[src/rtl/mux_tree_pipe.sv]
`default_nettype none
// ============================================================================
//  Module   : mux_tree_pipe
//  Purpose  : Pipelined N-to-1 multiplexer (N = 4**LEVELS) built from one
//             registered 4:1 level per pipeline stage. Valid and select
//             travel with the data; a global stall freezes everything.
//  Option   : define MUX_TREE_PIPE_SCAN_EN to build the internal scan
//             counter that can replace the external select.
//  Revision : 1.0  initial release
// ============================================================================
module mux_tree_pipe #(
   parameter int WIDTH  = 1,
   parameter int LEVELS = 2
) (
   input  logic                          clk,
   input  logic                          rst,
   input  logic                          in_valid,
   input  logic [(4**LEVELS)*WIDTH-1:0]  w,
   input  logic [2*LEVELS-1:0]           s,
   input  logic                          stall,
   input  logic                          scan_en,
   output logic [WIDTH-1:0]              f,
   output logic                          out_valid,
   output logic [2*LEVELS-1:0]           out_sel,
   output logic [2*LEVELS-1:0]           scan_idx
);

   localparam int c_num_ch = 4**LEVELS;
   localparam int c_sel_w  = 2*LEVELS;

   // Select presented to the first tree level on this cycle.
   logic [c_sel_w-1:0] w_sel;

`ifdef MUX_TREE_PIPE_SCAN_EN
   logic [c_sel_w-1:0] r_scan_idx;

   // Scan counter: advances once per accepted scan request; the counter is
   // exactly log2(N) bits wide so it wraps from N-1 to 0 on its own.
   always_ff @(posedge clk) begin
      if (rst) begin
         r_scan_idx <= '0;
      end else if (!stall && scan_en && in_valid) begin
         r_scan_idx <= r_scan_idx + c_sel_w'(1);
      end
   end

   // The request entering now uses the counter value before its increment.
   assign w_sel    = scan_en ? r_scan_idx : s;
   assign scan_idx = r_scan_idx;
`else
   logic w_unused_scan_en;

   assign w_unused_scan_en = scan_en;
   assign w_sel            = s;
   assign scan_idx         = '0;
`endif

   // One registered 4:1 level per stage; level k consumes select bits
   // [2k+1:2k] and shrinks the channel count by four.
   for (genvar k = 0; k < LEVELS; k++) begin : g_level
      localparam int c_in_ch  = c_num_ch >> (2*k);
      localparam int c_out_ch = c_in_ch / 4;

      logic [c_in_ch*WIDTH-1:0]  w_din;
      logic                      w_vin;
      logic [c_sel_w-1:0]        w_sin;
      logic [c_out_ch*WIDTH-1:0] w_mux;
      logic [c_out_ch*WIDTH-1:0] r_data;
      logic                      r_valid;
      logic [c_sel_w-1:0]        r_sel;

      if (k == 0) begin : g_entry
         assign w_din = w;
         assign w_vin = in_valid;
         assign w_sin = w_sel;
      end else begin : g_inner
         assign w_din = g_level[k-1].r_data;
         assign w_vin = g_level[k-1].r_valid;
         assign w_sin = g_level[k-1].r_sel;
      end

      // Pick element sel[2k+1:2k] out of every group of four channels.
      always_comb begin
         w_mux = '0;
         for (int g = 0; g < c_out_ch; g++) begin
            w_mux[g*WIDTH +: WIDTH] =
               w_din[(4*g + int'(w_sin[2*k +: 2]))*WIDTH +: WIDTH];
         end
      end

      // Stage register: data/select load only with a valid request, so a
      // bubble leaves the last valid result in place (this is what makes
      // f and out_sel hold across bubbles at the final level).
      always_ff @(posedge clk) begin
         if (rst) begin
            r_valid <= 1'b0;
            r_data  <= '0;
            r_sel   <= '0;
         end else if (!stall) begin
            r_valid <= w_vin;
            if (w_vin) begin
               r_data <= w_mux;
               r_sel  <= w_sin;
            end
         end
      end
   end

   assign f         = g_level[LEVELS-1].r_data;
   assign out_valid = g_level[LEVELS-1].r_valid;
   assign out_sel   = g_level[LEVELS-1].r_sel;

endmodule
`default_nettype wire

[config.mk]
export PLATFORM = sky130hd
export DESIGN_NAME = mux_tree_pipe
export DESIGN_NICKNAME = d
export VERILOG_FILES = /design/src/rtl/mux_tree_pipe.sv
export SDC_FILE = /design/constraint.sdc
export NUM_CORES = 1
export LEC_CHECK = 0
export ABC_AREA = 1
export CAP_MARGIN = 20
export CORE_MARGIN = 2
export CORE_UTILIZATION = 39
export CTS_CLUSTER_DIAMETER = 100
export DETAILED_ROUTE_END_ITERATION = 8
export GPL_TIMING_DRIVEN = 0
export PLACE_DENSITY = 0.81
export SLEW_MARGIN = 10
export SYNTH_ARGS = -nofsm -noshare
export SYNTH_HDL_FRONTEND = slang
export SYNTH_SLANG_ARGS = --single-unit
[constraint.sdc]
create_clock -name clk -period 0.9 [get_ports clk]
set_input_delay 0.18 -clock clk [delete_from_list [all_inputs] [get_ports clk]]
set_output_delay 0.18 -clock clk [all_outputs]
set_load 0.005 [all_outputs]
# [Word level (Yosys, flattened, before mapping)]
# Index checks and enable logic that the tools add are counted.
[totals] reg_bits=15 input_bits=25 out_inout_bits=10
[classes] add_sub_neg=3 n_shift=5 bitwise=1 reduce_logical=2
[op_table] op="indexed part select 16 x 6 -> 1 bit" n=2
[op_table] op="indexed part select 16 x 3 -> 1 bit" n=1
[op_table] op="indexed part select 16 x 5 -> 1 bit" n=1
[op_table] op="adder 4 x 2 -> 5 bit (first input constant)" n=2
[op_table] op="adder 3 x 2 -> 4 bit (first input constant)" n=1
[op_table] op="AND reduction 2 bit" n=2
[op_table] op="indexed part select 4 x 3 -> 1 bit" n=1
[op_table] op="NOT 1 bit" n=1

# [Longest topological paths before layout]
[depth] word_depth=2 mapped_depth=6 ltp_nobuf=5

# [Worst setup path after synthesis]
# No wires, ideal clock.
[synth_timing] path_kind="input-to-reg" from="in s[0]" to="reg g_level[0].r_data[3]" setup_time_ps=118 arrival_ps=623 setup_slack_ps=159 path_stages=6 path_buffers=1 cell_sequence="buf_4 -> inv_4 -> nand2_1 -> nand2_1 -> nor3_1 -> nor2_1"
[synth_via] elab_chain_cells=2
[synth_lines] element="start: declaration" line="19" text="input logic [2*LEVELS-1:0] s,"
[synth_lines] element="adder 4 x 2 -> 5 bit" line="87" text="w_din[(4*g + int'(w_sin[2*k +: 2]))*WIDTH +: WIDTH];"
[synth_lines] element="indexed part select 16 x 6 -> 1 bit" line="87"
[synth_lines] element="end signal: assignment" line="102" text="r_data <= w_mux;"
[synth_lines] element="end: declaration" line="68" text="logic [c_out_ch*WIDTH-1:0] r_data;"
# No other way between the ends.
# A chain may end at the register's enable or synchronous reset.

# [Worst setup path in the final report]
[layout_timing] from="reg g_level[1].r_data, in the netlist f" to="out f"
[layout_lines] element="start: declaration" line="68"
[layout_lines] element="start signal: assignment" line="102"
[layout_lines] element="end: declaration" line="22" text="output logic [WIDTH-1:0] f,"
# No word-level cell between the ends.

==> reports/qor.csv <==
metric;value;unit
dr_total_vias;746;
static-leakage-power;0.4931;nW
synth.largest_area_cell;dfxtp_1;
setup.worst_path.class;flop to output pin;
yosysUniqueCellTypes;19;
cts.clk_slew.worst_paths;80;ps
critPathRequiredTime;720;ps
chipHeight;47.91;um
detailedRoute.firstIterationViolations;9;
drt-total-wl;1502;um
area_delta_synth_final;46.42;%
fp.dieW;47.91;um
tritoncts;built;
root_buffer;clkbuf_4;
min_path_type;input port to flop;
place_inst;159;
start_kind;flop;
rsz0062_at_grt;true;
vias_per_cell;4.549;
ant_nets;0;
yosysSeqAreaShare;39.93;%
cts_max_path_buffers;2;
synth_top_area_share;39.93;%
worst_path_dominant_cell_family;flip-flops;
gr-total-overflow;0;
start_util;42.62;%
grt_start_max_net_pins;11;
final_net_count;165;
yosysWarnings;0;
area_of_the_die;2295;um2
gpl.final_weighted_congestion;0.7909;
report.final.hold_viol_count;0;
number_of_clock_sinks;15;
maxCapViolCount;0;
antenna_found_initial;0;
wl_per_cell;9.159;um
layout.cells.most_common;nand2_1;
cts_setup_buffers;0;
syn_avg_cell_area;7.301;um2
setup.worst_path.end_class;output pin;
finalMaxSlewViolations;0;
global_route_wire_length_before_repair;2270;um
period_share;99.60;%
run_status;complete, no violations;
ys_top_cells_by_area;dfxtp_1, nand2_1, a21oi_1;
synthCells;103;
grt_use_total;14.08;%
setup_viol;0;
route.detailed.drc;0;
cp_slowest_stage_delay;330;ps
antenna_cells_inserted;0;
finClkSkew;2.046;ps
synth-seq-cells;15;
cts_made_buffers;3;
ir_worst_vdd;0.5337;mV
layout_cells_excl_fill;164;
power.density_cell_area;1272;nW/um2
maxClockFrequency;1.116;GHz
h-tree-depth;1;
critical-path-slowest-cell;dfxtp_2;
final.min_clock_period;896.4;ps
power;0.001400;W
ios;35;
final_layout_size_suffix_gt1_share;28.78;%
clkLatencyLatePin;270;ps
timing.critical_path.cells;buf_2;
mostFrequentLayoutCells;nand2_1, clkdlybuf4s50_1, a21oi_1;
worst_ep_arrival_time;720;ps
detailedPlacementHpwl;1247;um
crit_buf_inv;1;
placeableCoreArea;1764;um2
netlist_area;752.0;um2
first_global_vias;626;
drtPass1Iterations;5;
rows;15;
number_of_port_buffers;28;
timing.critical_path.fanout_max;2;
==> final cells by class <==
type / instances / area (um2)
tap: 25 / 31.28
fill: 171 / 663.1
buffer: 7 / 56.30
multi-input combinational: 75 / 370.4
timing repair buffer: 29 / 269.0
inverter: 9 / 38.79
clock buffer: 4 / 26.28
sequential: 15 / 309.0
==> metrics by stage <==
stage	util [%]	instance area, um2	hold slack [ps]	TNS [ps]	setup slack (ps)
finish	62.41	1101	251.4	0	3.604
global route	62.41	1101	247.4	-156.5	-31.54
CTS	61.49	1085	245.8	-6.139	-5.098
detailed placement	60.92	1075	450.5	-5478	-411.6
global placement	60.92	1075	444.2	-5159	-404.8
floorplan	-	763.2	249.1	0	158.9
==> synth_stat cells <==
master / n
nand4_2: 1
nand2_1: 28
a21oi_2: 4
buf_4: 6
nor3_1: 1
inv_1: 5
buf_6: 1
o21ai_2: 4
a21oi_1: 9
nor2_2: 1
inv_4: 1
o21ai_0: 2
conb_1: 1
inv_2: 3
nor2_1: 5
nand3_1: 8
dfxtp_1: 15
nand2_2: 2
o21ai_1: 6
==> state kept, by name, summed over array words and instances (netlist names) <==
signal and cells:
g_level.r_sel 4, out_sel 4, out_valid 1, g_level.r_valid 1
g_level.r_data 4, f 1
==> routing by layer <==
metal  GRT usage (%)  up-vias  routed length (um)
met5               0        -                   0
met4           8.108        0                  11
met3           3.019        4                 112
met2           26.67       32                 730
met1           13.80      314                 647
li1                -      396                   -
==> path summary, 6_finish.rpt <==
path,from,end,slack (ps),depth (start not counted)
setup reg to reg,g_level[0].r_sel[2],f,80,5
hold reg to reg,out_valid,out_valid,470,2
hold / removal,s[0],g_level[0].r_sel[0],250,3
setup / recovery,f,f,4,1
==> power by group <==
group	leakage (nW)	internal (W)	switching, W
registers	0.126	0.000704	0.0000235
logic	0.352	0.000169	0.000132
clock network	0.0150	0.000172	0.000200
total	0.493	0.00104	0.000356
==> kinds of logic (layout without fill, tap and decap cells) <==
kind of cell | after synthesis | after routing | synth area share [%]
AO/OA/AOI/OAI | 25 | 25 | 20.63
buffers and inverters | 16 | 49 | 12.31
flip-flops | 15 | 15 | 39.93
other | 1 | 4 | 0.4987
AND/OR/NAND/NOR | 46 | 46 | 26.62
==> timing repair <==
action | in CTS | in global routing
pin swaps | 1 | 0
setup endpoints to repair | 19 | 8
gates resized for setup | 35 | 4
cloned | 1 | 0
hold buffers | 0 | 0
(Power assumes the default switching activity.)
